===== config.mk =====
export PLATFORM = sky130hd
export DESIGN_NAME = oam_dma_ctrl_flat
export DESIGN_NICKNAME = d
export VERILOG_FILES = /design/src/rtl/oam_dma_ctrl_if.sv /design/src/rtl/oam_dma_ctrl.sv /design/src/flat_wrapper.sv
export SDC_FILE = /design/constraint.sdc
export NUM_CORES = 1
export LEC_CHECK = 0
export BUFFER_PORTS_ARGS = -buffer_cell sky130_fd_sc_hd__buf_2
export CAP_MARGIN = 10
export CORE_MARGIN = 2
export CORE_UTILIZATION = 50
export CTS_CLUSTER_DIAMETER = 60
export CTS_CLUSTER_SIZE = 12
export DETAILED_ROUTE_END_ITERATION = 16
export PLACE_DENSITY = 0.87
export SYNTH_ARGS = -nofsm -noshare
export SYNTH_HDL_FRONTEND = slang
export SYNTH_SLANG_ARGS = --single-unit

===== constraint.sdc =====
create_clock -name clk -period 4 [get_ports clk]
set_input_delay 0.4 -clock clk [delete_from_list [all_inputs] [get_ports clk]]
set_output_delay 0.4 -clock clk [all_outputs]
set_load 0.01 [all_outputs]

===== src/rtl/oam_dma_ctrl_if.sv =====
// rtl/oam_dma_ctrl_if.sv - CPU-side and arbitrated memory-side bus of the sprite DMA controller
interface oam_dma_ctrl_if;
    logic [15:0] cpu_addr;
    logic [7:0]  cpu_wdata;
    logic        cpu_we;
    logic        cpu_re;
    logic [15:0] mem_addr;
    logic [7:0]  mem_wdata;
    logic        mem_we;
    logic        mem_re;
    logic [7:0]  mem_rdata;
    logic        cpu_halt;
    logic        dma_busy;

    modport slave (
        input  cpu_addr, cpu_wdata, cpu_we, cpu_re, mem_rdata,
        output mem_addr, mem_wdata, mem_we, mem_re, cpu_halt, dma_busy
    );

    modport master (
        output cpu_addr, cpu_wdata, cpu_we, cpu_re, mem_rdata,
        input  mem_addr, mem_wdata, mem_we, mem_re, cpu_halt, dma_busy
    );
endinterface


===== src/rtl/oam_dma_ctrl.sv =====
// rtl/oam_dma_ctrl.sv - NES sprite DMA sequencer and CPU/DMA memory bus arbiter
module oam_dma_ctrl #(
    parameter logic [15:0] TRIG_ADDR     = 16'h4014,
    parameter logic [15:0] OAM_DATA_ADDR = 16'h2004,
    parameter int unsigned HALT_WAIT     = 2,
    parameter int unsigned XFER_LEN      = 256
) (
    input logic           clk,
    input logic           rst,
    oam_dma_ctrl_if.slave bus
);
    localparam int unsigned       WCNT_W    = $clog2(HALT_WAIT + 1);
    localparam logic [WCNT_W-1:0] WAIT_INIT = WCNT_W'(HALT_WAIT);
    localparam logic [WCNT_W-1:0] WCNT_ONE  = WCNT_W'(1);
    localparam logic [7:0]        LAST_IDX  = 8'(XFER_LEN - 1);

    typedef enum logic [1:0] {
        ST_IDLE,
        ST_WAIT,
        ST_RD,
        ST_WR
    } state_e;

    state_e            state_q, state_d;
    logic [7:0]        page_q, page_d;
    logic [7:0]        idx_q, idx_d;
    logic [WCNT_W-1:0] wcnt_q, wcnt_d;
    logic              par_q;
    logic              trig;

    assign trig = bus.cpu_we && (bus.cpu_addr == TRIG_ADDR);

    always_ff @(posedge clk or negedge rst) begin : state_reg
        if (!rst) begin
            state_q <= ST_IDLE;
            page_q  <= 8'h00;
            idx_q   <= 8'h00;
            wcnt_q  <= '0;
            par_q   <= 1'b0;
        end else begin
            state_q <= state_d;
            page_q  <= page_d;
            idx_q   <= idx_d;
            wcnt_q  <= wcnt_d;
            par_q   <= ~par_q;
        end
    end

    // The last regular WAIT cycle holds one extra cycle when it falls on odd
    // parity, so every transfer starts at the same phase of the parity clock.
    always_comb begin : next_state
        state_d = state_q;
        page_d  = page_q;
        idx_d   = idx_q;
        wcnt_d  = wcnt_q;
        case (state_q)
            ST_IDLE: begin
                if (trig) begin
                    state_d = ST_WAIT;
                    page_d  = bus.cpu_wdata;
                    idx_d   = 8'h00;
                    wcnt_d  = WAIT_INIT;
                end
            end
            ST_WAIT: begin
                if (wcnt_q != '0) begin
                    wcnt_d = wcnt_q - WCNT_ONE;
                end
                if ((wcnt_q == '0) || ((wcnt_q == WCNT_ONE) && !par_q)) begin
                    state_d = ST_RD;
                end
            end
            ST_RD: begin
                state_d = ST_WR;
            end
            ST_WR: begin
                if (idx_q == LAST_IDX) begin
                    state_d = ST_IDLE;
                end else begin
                    idx_d   = idx_q + 8'd1;
                    state_d = ST_RD;
                end
            end
            default: begin
                state_d = ST_IDLE;
            end
        endcase
    end

    always_comb begin : outputs
        bus.mem_addr  = bus.cpu_addr;
        bus.mem_wdata = bus.cpu_wdata;
        bus.mem_we    = bus.cpu_we;
        bus.mem_re    = bus.cpu_re;
        bus.cpu_halt  = 1'b0;
        bus.dma_busy  = 1'b0;
        case (state_q)
            ST_WAIT: begin
                bus.cpu_halt = 1'b1;
                bus.dma_busy = 1'b1;
            end
            ST_RD: begin
                bus.mem_addr  = {page_q, idx_q};
                bus.mem_wdata = 8'h00;
                bus.mem_we    = 1'b0;
                bus.mem_re    = 1'b1;
                bus.cpu_halt  = 1'b1;
                bus.dma_busy  = 1'b1;
            end
            // Read data from the preceding RD cycle is forwarded straight to OAM.
            ST_WR: begin
                bus.mem_addr  = OAM_DATA_ADDR;
                bus.mem_wdata = bus.mem_rdata;
                bus.mem_we    = 1'b1;
                bus.mem_re    = 1'b0;
                bus.cpu_halt  = 1'b1;
                bus.dma_busy  = 1'b1;
            end
            default: begin
            end
        endcase
    end
endmodule


===== src/flat_wrapper.sv =====
// flat-port wrapper written by rule: the top's interface ports become plain ports
module oam_dma_ctrl_flat 
#(
    parameter logic [15:0] TRIG_ADDR     = 16'h4014,
    parameter logic [15:0] OAM_DATA_ADDR = 16'h2004,
    parameter int unsigned HALT_WAIT     = 2,
    parameter int unsigned XFER_LEN      = 256
)
  (clk, rst, bus_cpu_addr, bus_cpu_wdata, bus_cpu_we, bus_cpu_re, bus_mem_rdata, bus_mem_addr, bus_mem_wdata, bus_mem_we, bus_mem_re, bus_cpu_halt, bus_dma_busy);
  oam_dma_ctrl_if bus_i ();
  input logic clk;
  input logic rst;
  input wire logic [$bits(bus_i.cpu_addr)-1:0] bus_cpu_addr;
  input wire logic [$bits(bus_i.cpu_wdata)-1:0] bus_cpu_wdata;
  input wire logic [$bits(bus_i.cpu_we)-1:0] bus_cpu_we;
  input wire logic [$bits(bus_i.cpu_re)-1:0] bus_cpu_re;
  input wire logic [$bits(bus_i.mem_rdata)-1:0] bus_mem_rdata;
  output wire logic [$bits(bus_i.mem_addr)-1:0] bus_mem_addr;
  output wire logic [$bits(bus_i.mem_wdata)-1:0] bus_mem_wdata;
  output wire logic [$bits(bus_i.mem_we)-1:0] bus_mem_we;
  output wire logic [$bits(bus_i.mem_re)-1:0] bus_mem_re;
  output wire logic [$bits(bus_i.cpu_halt)-1:0] bus_cpu_halt;
  output wire logic [$bits(bus_i.dma_busy)-1:0] bus_dma_busy;
  assign bus_i.cpu_addr = bus_cpu_addr;
  assign bus_i.cpu_wdata = bus_cpu_wdata;
  assign bus_i.cpu_we = bus_cpu_we;
  assign bus_i.cpu_re = bus_cpu_re;
  assign bus_i.mem_rdata = bus_mem_rdata;
  assign bus_mem_addr = bus_i.mem_addr;
  assign bus_mem_wdata = bus_i.mem_wdata;
  assign bus_mem_we = bus_i.mem_we;
  assign bus_mem_re = bus_i.mem_re;
  assign bus_cpu_halt = bus_i.cpu_halt;
  assign bus_dma_busy = bus_i.dma_busy;
  oam_dma_ctrl #(.TRIG_ADDR(TRIG_ADDR), .OAM_DATA_ADDR(OAM_DATA_ADDR), .HALT_WAIT(HALT_WAIT), .XFER_LEN(XFER_LEN)) u_core (.clk(clk), .rst(rst), .bus(bus_i));
endmodule

Yosys cells after proc, flatten, opt, wreduce, memory -nomap -nowiden

Index checks and enable logic that the tools add are counted.
Widths: inputs -> output; s select.

Equality and inequality tests: 10
Bitwise logic cells: 1
Add/sub/neg operators: 2
Muxes and demuxes: 15
Reduce and logical (&&, ||, !) cells: 14

Operators with widths:

| cell                 | count |
|---|---|
| $pmux 16 s2          | 1 |
| $pmux 8 s2           | 2 |
| $eq 16x15->1 const B | 1 |
| $mux 8               | 2 |
| $mux 2               | 5 |
| $add 8x1->8 const B  | 1 |
| $eq 8x8->1 const B   | 1 |
| $pmux 2 s4           | 1 |
| $ne 2x1->1 const B   | 3 |
| $reduce_and 3->1     | 2 |
| $reduce_bool 2->1    | 3 |
| $eq 2x1->1 const B   | 2 |
| $eq 2x2->1 const B   | 2 |
| $logic_not 2->1      | 2 |
| $pmux 1 s2           | 2 |
| $pmux 2 s2           | 1 |
| $reduce_and 2->1     | 2 |
| $reduce_or 3->1      | 1 |
| $logic_and 1x1->1    | 2 |
| $ne 2x2->1 const B   | 1 |
| $sub 2x1->2 const B  | 1 |
| $logic_not 1->1      | 1 |
| $logic_or 1x1->1     | 1 |
| $mux 1               | 1 |
| $not 1->1            | 1 |

Output and inout port bits: 28
Register bits: 21
Input bits: 36

Logic depth before layout (Yosys ltp)

Gate-level depths: netlist (run 1).

Depth after elaboration: 5
Gate-level depth with buffers: 6

Least setup slack after synthesis (run 1)

No wires, ideal clock.

Kind: input port to flip-flop
Start point: input bus_cpu_addr[10]
End point: register u_core.page_q[0]
Stages: 4
Buffers on the path: 0
Slack: 2.362 ns
Arrival: 1.513 ns
Cells stage by stage: and4bb_2 -> nand4_4 -> nor3_4 -> mux2_2

Word-level cells in the longest chain between the ends: 3

RTL lines:

| item                              | line               | RTL |
|---|---|---|
| start: declaration                | flat_wrapper.sv:13 | `input wire logic [$bits(bus_i.cpu_addr)-1:0] bus_cpu_addr;` |
| $eq 16x15->1                      | oam_dma_ctrl.sv:31 | `assign trig = bus.cpu_we && (bus.cpu_addr == TRIG_ADDR);` |
| $logic_and 1x1->1                 | oam_dma_ctrl.sv:31 |  |
| $reduce_and 2->1 (no source line) | -                  |  |
| end signal: assignment            | oam_dma_ctrl.sv:42 | `page_q <= page_d;` |
| end: declaration                  | oam_dma_ctrl.sv:25 | `logic [7:0] page_q, page_d;` |

No other way between the ends.
A chain may end at the register's enable or synchronous reset.

Worst setup path in the final report (run 1)

Start point: register u_core.state_q[1]
End point: output bus_mem_addr[13]

Word-level cells in the longest chain between the ends: 2
Elaborated cells between the ends (all ways): 3
Classes of those cells: 2 x eq/ne; 1 x mux

RTL lines:

| item                     | line               | RTL |
|---|---|---|
| start: declaration       | oam_dma_ctrl.sv:24 | `state_e state_q, state_d;` |
| start signal: assignment | oam_dma_ctrl.sv:41 | `state_q <= state_d;` |
| $eq 2x2->1               | oam_dma_ctrl.sv:97 | `case (state_q)` |
| $pmux 16 s2 (*)          | oam_dma_ctrl.sv:97 |  |
| end: declaration         | flat_wrapper.sv:18 | `output wire logic [$bits(bus_i.mem_addr)-1:0] bus_mem_addr;` |

Every way passes the cells marked *; elsewhere a longest branch is shown, timed or not.

==> summary.txt, run 1 <==
Detailed routing
  – Drt total wl: between 3000 and 4000 um
  – DRC: 0
  – Post-DRT Antenna Nets: 0
  – Initial DRC count: 21
  – Drt pass-1 iters: 4
  – DR vias: roughly 1500
  – Via density per instance: approximately 5.6
  – Average wire per standard cell: between 10 and 15 um

Setup path
  – Max stage delay on crit path: slightly above 0.8 ns
  – Critical path endpoint category: output port
  – Worst setup path category: flip-flop to output port
  – Worst-path fanout max: 27
  – Buffer and inverter count on the worst path: 2
  – Slowest-stage cell, CP: dfrtp_1
  – Crit path max-delay family: flip-flops
  – CP cell instances: buf_4, nand2_1, o22a_1, buf_2
  – CP required: 3.60 ns
  – Crit start category: flip-flop
  – Crit path DAT: 1.94 ns

Clocking
  – Post-CTS setup buffers: 0
  – Clock Latency Late Sink: between 0.3 and 0.4 ns
  – Clock sinks: 21
  – TritonCTS Buffers: 3
  – Clock transition at the registers of the reported paths: approximately 0.12 ns
  – CTS tree: built
  – Root Driver: clkbuf_4
  – Clock buffer depth: 2
  – CTS H-tree depth: 1
  – Hold_buf cts: 0
  – CTS resizes: 0

Flow run
  – Max-cap violations: 0

GRT
  – Grt ovf: 0
  – Met1 Track Usage GR: between 20% and 30%
  – Global-route wire length before repair: slightly above 6000 um
  – Largest net degree at the start of global routing: 28
  – Grt met2 use: between 40 and 50%
  – M3 GR Usage: just under 4%
  – Vias in the first global route: around 1500
  – Initial antenna violation count: 0
  – Total track usage: approximately 23%
  – Grt peak-use layer: met2

Logic synthesis
  – Yosys reg bits: 21
  – Register area share after synthesis: around a third
  – Syn Area/Cell: around 8.3 um2
  – Synthesized cell area: 1490 um2
  – EDFF count, synth: 0
  – Ys async rst share: 100%
  – Synth cell types: 38
  – Syn Nets: approximately 220
  – Post-Syn Instances: between 150 and 200
  – Synth warnings: 0
  – Synth Flop Type: dfrtp_1

Hold path
  – Worst min-delay path class: input pin to asynchronous set/reset pin

Finish
  – Non-Filler Instances: 269
  – Total Nets Final: approximately 280
  – FF/Latch Area: around 530 um2
  – Fillers: 235
  – Area of the multi-input gates: 833 um2
  – Area growth, synth to finish: 23.1%
  – Most common cell after layout, fill and taps aside: buf_2
  – Layout cells sized above 1: between 30% and 40%
  – N_diodes: 0
  – Commonest non-fill, non-tap cells in the layout: buf_2, inv_1, o21ai_0, dfrtp_1, nand2_1

Place
  – Setup WS pre-CTS: 1.91 ns
  – Placed insts: between 200 and 300
  – Final RePlAce weighted congestion: 0.829
  – Port bufs: 63
  – Hpwl dp: between 2000 and 3000 um

Timing
  – Period utilisation layout: between 50% and 60%
  – Final min period: 2.34 ns
  – Setup TNS: 0 ns
  – RSZ-0062 raised after global routing: false
  – Final setup vio count: 0
  – Clk_skew: around 0.0084 ns
  – Final hold violations: 0
  – Max Freq: approximately 0.43 GHz
  – Setup ws final: ~1.7 ns
  – Max Transition Viols Final: 0
  – Slew @ Worst Pin: ~0.73 ns
  – Slew margin rel.: 51.3%

Floorplanning
  – Die height: slightly below 60 um
  – Die area: approximately 3400 um2
  – Die span in x: 58.6 um
  – Starting Density: 53.5%
  – Num rows: 19
  – Io pins: between 60 and 70
  – Placeable Area: 2780 um2

Power
  – Power per cell area: between 600 and 700 nW/um2
  – Max VDD drop: between 0.3 and 0.4 mV
  – LEAKAGE: 0.000978 uW

Outcome
  – Outcome: finished clean
-- cell usage after synthesis (3+ instances only) --
master | count | area (um2)
o21ai_0 | 22 | 110
ha_1 | 3 | 37.5
a31o_2 | 9 | 78.8
mux2_2 | 8 | 90.1
nor2_1 | 9 | 33.8
and3_1 | 3 | 18.8
nand2_1 | 15 | 56.3
o31ai_1 | 3 | 22.5
a21oi_1 | 3 | 15.0
nand4_1 | 3 | 18.8
clkbuf_1 | 6 | 22.5
dfrtp_1 | 21 | 526
inv_1 | 23 | 86.3
nor2b_1 | 14 | 87.6
nand3_1 | 9 | 45.0
-- final cells by class --
type / instances / area share [%]
Clock buffer: 4 / 1.43
Timing Repair Buffer: 64 / 17.6
Sequential cell: 21 / 28.7
Multi-Input combinational cell: 126 / 45.5
Tap cell: 31 / 2.12
Inverter: 23 / 4.71
-- per-layer routing --
| metal | part of all wire (%) | vias to the layer above |
|---|---|---|
| met5 | 0 | - |
| met4 | 0.66 | 0 |
| met2 | 52 | 56 |
| met1 | 41 | 705 |
| met3 | 5.9 | 5 |
| li1 | - | 737 |
-- worst reg2reg max path: stages, from the launching register on --
cell and delay, ns:
dfrtp_1 0.83, and2_1 0.42, o21ai_1 0.24, or3b_2 0.49, o211ai_1 0.10
-- cell families after synthesis --
kind of cell,Yosys count,synth area share (%)
flip-flops,21,35.3
AO/OA/AOI/OAI,47,20.4
XOR/XNOR,2,1.18
buffers and inverters,33,8.74
adder cells (fa/ha/maj),3,2.52
multiplexers,10,7.40
AND/OR/NAND/NOR,64,24.5
-- path summary, 6_finish.rpt --
path | from | cells past startpoint | to | slack, ns
setup / recovery | u_core.state_q[1] | 4 | bus_mem_addr[13] | 1.66
hold / removal | rst | 1 | u_core.idx_q[7] | 0.03
setup reg to reg | u_core.state_q[1] | 4 | u_core.idx_q[7] | 1.86
hold reg to reg | u_core.par_q | 1 | u_core.par_q | 0.41
max in group asynchronous | rst | 1 | u_core.page_q[5] | 3.63
min in group clk | bus_cpu_wdata[1] | 2 | u_core.page_q[1] | 0.33
-- flip-flops by register name, indices dropped and copies added, names as in the netlist --
name,flops
u_core.idx_q,8
u_core.page_q,8
u_core.par_q,1
u_core.state_q,2
u_core.wcnt_q,2
-- per-stage QoR --
stage               power, uW  utilization [%]  hold slack (ns)  instance area, um2
floorplan                 795                -            0.104                1490
global placement         1000             65.0            0.378                1810
detailed placement       1020             65.0            0.381                1810
CTS                      1120             65.9           0.0505                1830
global route             1220             65.9           0.0503                1830
finish                   1120             65.9           0.0336                1830
-- where the power goes --
part / switching, uW / internal (uW) / total, uW
registers: 117 / 270 / 387
logic: 358 / 274 / 632
clock network: 66.7 / 38.9 / 106
No activity file was read; power rests on OpenSTA's default activity.
==> inputs of run 2 (changes only) <==
--- a/config.mk
+++ b/config.mk
@@ -8,11 +8,11 @@
 export BUFFER_PORTS_ARGS = -buffer_cell sky130_fd_sc_hd__buf_2
 export CAP_MARGIN = 10
 export CORE_MARGIN = 2
-export CORE_UTILIZATION = 50
+export CORE_UTILIZATION = 43
 export CTS_CLUSTER_DIAMETER = 60
 export CTS_CLUSTER_SIZE = 12
 export DETAILED_ROUTE_END_ITERATION = 16
-export PLACE_DENSITY = 0.87
+export PLACE_DENSITY = 0.8
 export SYNTH_ARGS = -nofsm -noshare
 export SYNTH_HDL_FRONTEND = slang
 export SYNTH_SLANG_ARGS = --single-unit
==> constraint.sdc (replaced) <==
create_clock -name clk -period 2.1 [get_ports clk]
set_input_delay 0.21 -clock clk [delete_from_list [all_inputs] [get_ports clk]]
set_output_delay 0.21 -clock clk [all_outputs]
set_load 0.01 [all_outputs]
==> run 2 against run 1 <==
Against the previous run: via count hardly changed; global-route usage is 2.2 points lower; sequential power is 68% higher; utilization is 9.3 points lower; hold slack better by 0.11 ns; count of clock-buffer cells in the layout is 1 lower; non-clock buffer count is 4 higher; sequential share of layout area is 0.85 points lower; cell count is 7.1% higher; cell area is 3.1% higher; die area is 15% higher; worst setup slack worse by 1.4 ns.
==> summary.txt, run 2 (same netlist as run 1, synthesis figures left out) <==
Floorplanning
  – Starting Density: between 40 and 50%
  – Num rows: 21
  – Die span in x: about 63 um
  – Io pins: between 60 and 70
  – Die height: between 60 and 70 um
  – Die area: around 3900 um2
  – Placeable Area: between 3000 and 4000 um2

Place
  – Setup WS pre-CTS: roughly 0.35 ns
  – Hpwl dp: around 2900 um
  – Final RePlAce weighted congestion: slightly above 0.8
  – Port bufs: 63

GRT
  – Global-route wire length before repair: between 6000 and 7000 um
  – Total track usage: a little over a fifth
  – Vias in the first global route: 1505
  – Grt ovf: 0
  – Initial antenna violation count: 0
  – Largest net degree at the start of global routing: 50

Power
  – Max VDD drop: between 0.5 and 0.6 mV
  – Sw frac: between 40% and 50%
  – Part of the power in registers: 29.6%
  – Comb pwr share: 61.2%
  – LEAKAGE: 0.00100 uW
  – Power per cell area: ~1200 nW/um2
  – P_sw: between 1000 and 1500 uW
  – Clock network fraction of design power: 9.1%
  – Internal power: about 1200 uW

Timing
  – Final setup vio count: 0
  – Max Freq: 0.529 GHz
  – Slew margin rel.: about 61%
  – Final min period: between 1.5 and 2 ns
  – Final hold violations: 0
  – Max Transition Viols Final: 0
  – RSZ-0062 raised after global routing: false
  – Period utilisation layout: about nine tenths
  – Slew @ Worst Pin: a little under 0.6 ns
  – Setup ws final: 0.210 ns
  – WHS: 0.142 ns
  – Clk_skew: about 0.0044 ns
  – Setup TNS: 0 ns

Clocking
  – CTS H-tree depth: 1
  – Clock sinks: 21
  – TritonCTS Buffers: 3
  – CTS tree: built
  – Clock Latency Late Sink: just over 0.3 ns
  – Clock buffer depth: 2
  – Clock transition at the registers of the reported paths: ~0.12 ns
  – Root Driver: clkbuf_4
  – Post-CTS setup buffers: 0

Setup path
  – Crit path DAT: about 1.7 ns
  – Worst setup path category: flip-flop to output port
  – Flop-to-flop setup slack: between 0.3 and 0.4 ns
  – Worst-path fanout max: 13
  – Worst-case reg-to-reg path depth: 3
  – Crit start category: flip-flop
  – Worst r2r src: u_core.state_q[0]
  – CP required: 1.89 ns
  – Worst setup path end: bus_mem_addr[13]
  – Worst reg2reg path endpoint: u_core.page_q[3]
  – Critical path endpoint category: output port
  – Crit path from: u_core.state_q[0]

Outcome
  – Outcome: finished clean

Finish
  – Area growth, synth to finish: 26.9%
  – Commonest non-fill, non-tap cells in the layout: buf_2, inv_1, o21ai_0, dfrtp_1, nand2_1
  – N_diodes: 0
  – Biggest regs: u_core.idx_q: 8 flops, u_core.page_q: 8 flops
  – Fillers: 330
  – Total Nets Final: 282
  – Most common cell after layout, fill and taps aside: buf_2
  – Layout cells sized above 1: between 30% and 40%

Detailed routing
  – DRC: 0
  – Initial DRC count: 57
  – Post-DRT Antenna Nets: 0
  – Drt pass-1 iters: 4
  – Average wire per standard cell: around 13 um
  – Drt total wl: approximately 3800 um
  – DR vias: between 1500 and 2000
  – Via density per instance: between 5 and 6

Hold path
  – Worst min-delay path class: input pin to flip-flop

Flow run
  – Max-cap violations: 0
-- run 2: critical path, cell delays in order (launching register included) --
cell	delay (ns)
dfrtp_1	0.39
buf_4	0.19
inv_1	0.35
nand2_1	0.12
o22a_1	0.19
buf_2	0.13
-- run 2: area by class of cell --
cell class,count,area [um2],share of cell area [%]
flip-flops and latches,21,526,27.8
clock buffers,3,22.5,1.19
well taps,46,57.6,3.05
inverters,23,86.3,4.57
repair buffers,68,359,19.0
multi-input cells,126,833,44.1
clock inverters,1,5.00,0.265
-- run 2: stage by stage --
stage / cells / util, % / power (uW) / instance area, um2
2_1_floorplan: 180 / - / 1510 / 1490
3_3_place_gp: 283 / 55.4 / 1970 / 1850
3_5_place_dp: 283 / 55.4 / 1990 / 1850
4_1_cts: 288 / 56.5 / 2190 / 1890
5_1_grt: 288 / 56.6 / 2390 / 1890
6_report: 288 / 56.6 / 2190 / 1890
-- run 2: per-layer routing --
layer / global-route usage [%] / up-vias / routed length (um)
met5: 0 / - / 0
met4: 7.78 / 0 / 61
met3: 3.06 / 7 / 171
met2: 37.5 / 43 / 1980
met1: 25.1 / 704 / 1620
li1: - / 750 / -
-- run 2: worst min path at each step --
stage	startpoint	endpoint	depth (start not counted)
floorplan	rst	u_core.idx_q[0]	0
global placement	rst	u_core.idx_q[5]	1
detailed placement	rst	u_core.idx_q[7]	1
CTS	bus_cpu_wdata[6]	u_core.page_q[6]	2
global route	bus_cpu_wdata[6]	u_core.page_q[6]	2
finish	bus_cpu_wdata[6]	u_core.page_q[6]	2
-- run 2: power by group through the flow --
stage | Combinational [uW] | Clock [uW] | Sequential [uW]
after floorplan | 897 | 0 | 618
after global placement | 1320 | 0 | 649
after detailed placement | 1340 | 0 | 653
after CTS | 1340 | 205 | 645
after global routing | 1510 | 219 | 667
final | 1340 | 200 | 649
-- run 2: what timing repair did --
action	CTS	global route
setup endpoints to repair	0	3
gates resized for setup	0	1
hold buffers	1	0
hold endpoints to repair	21	0
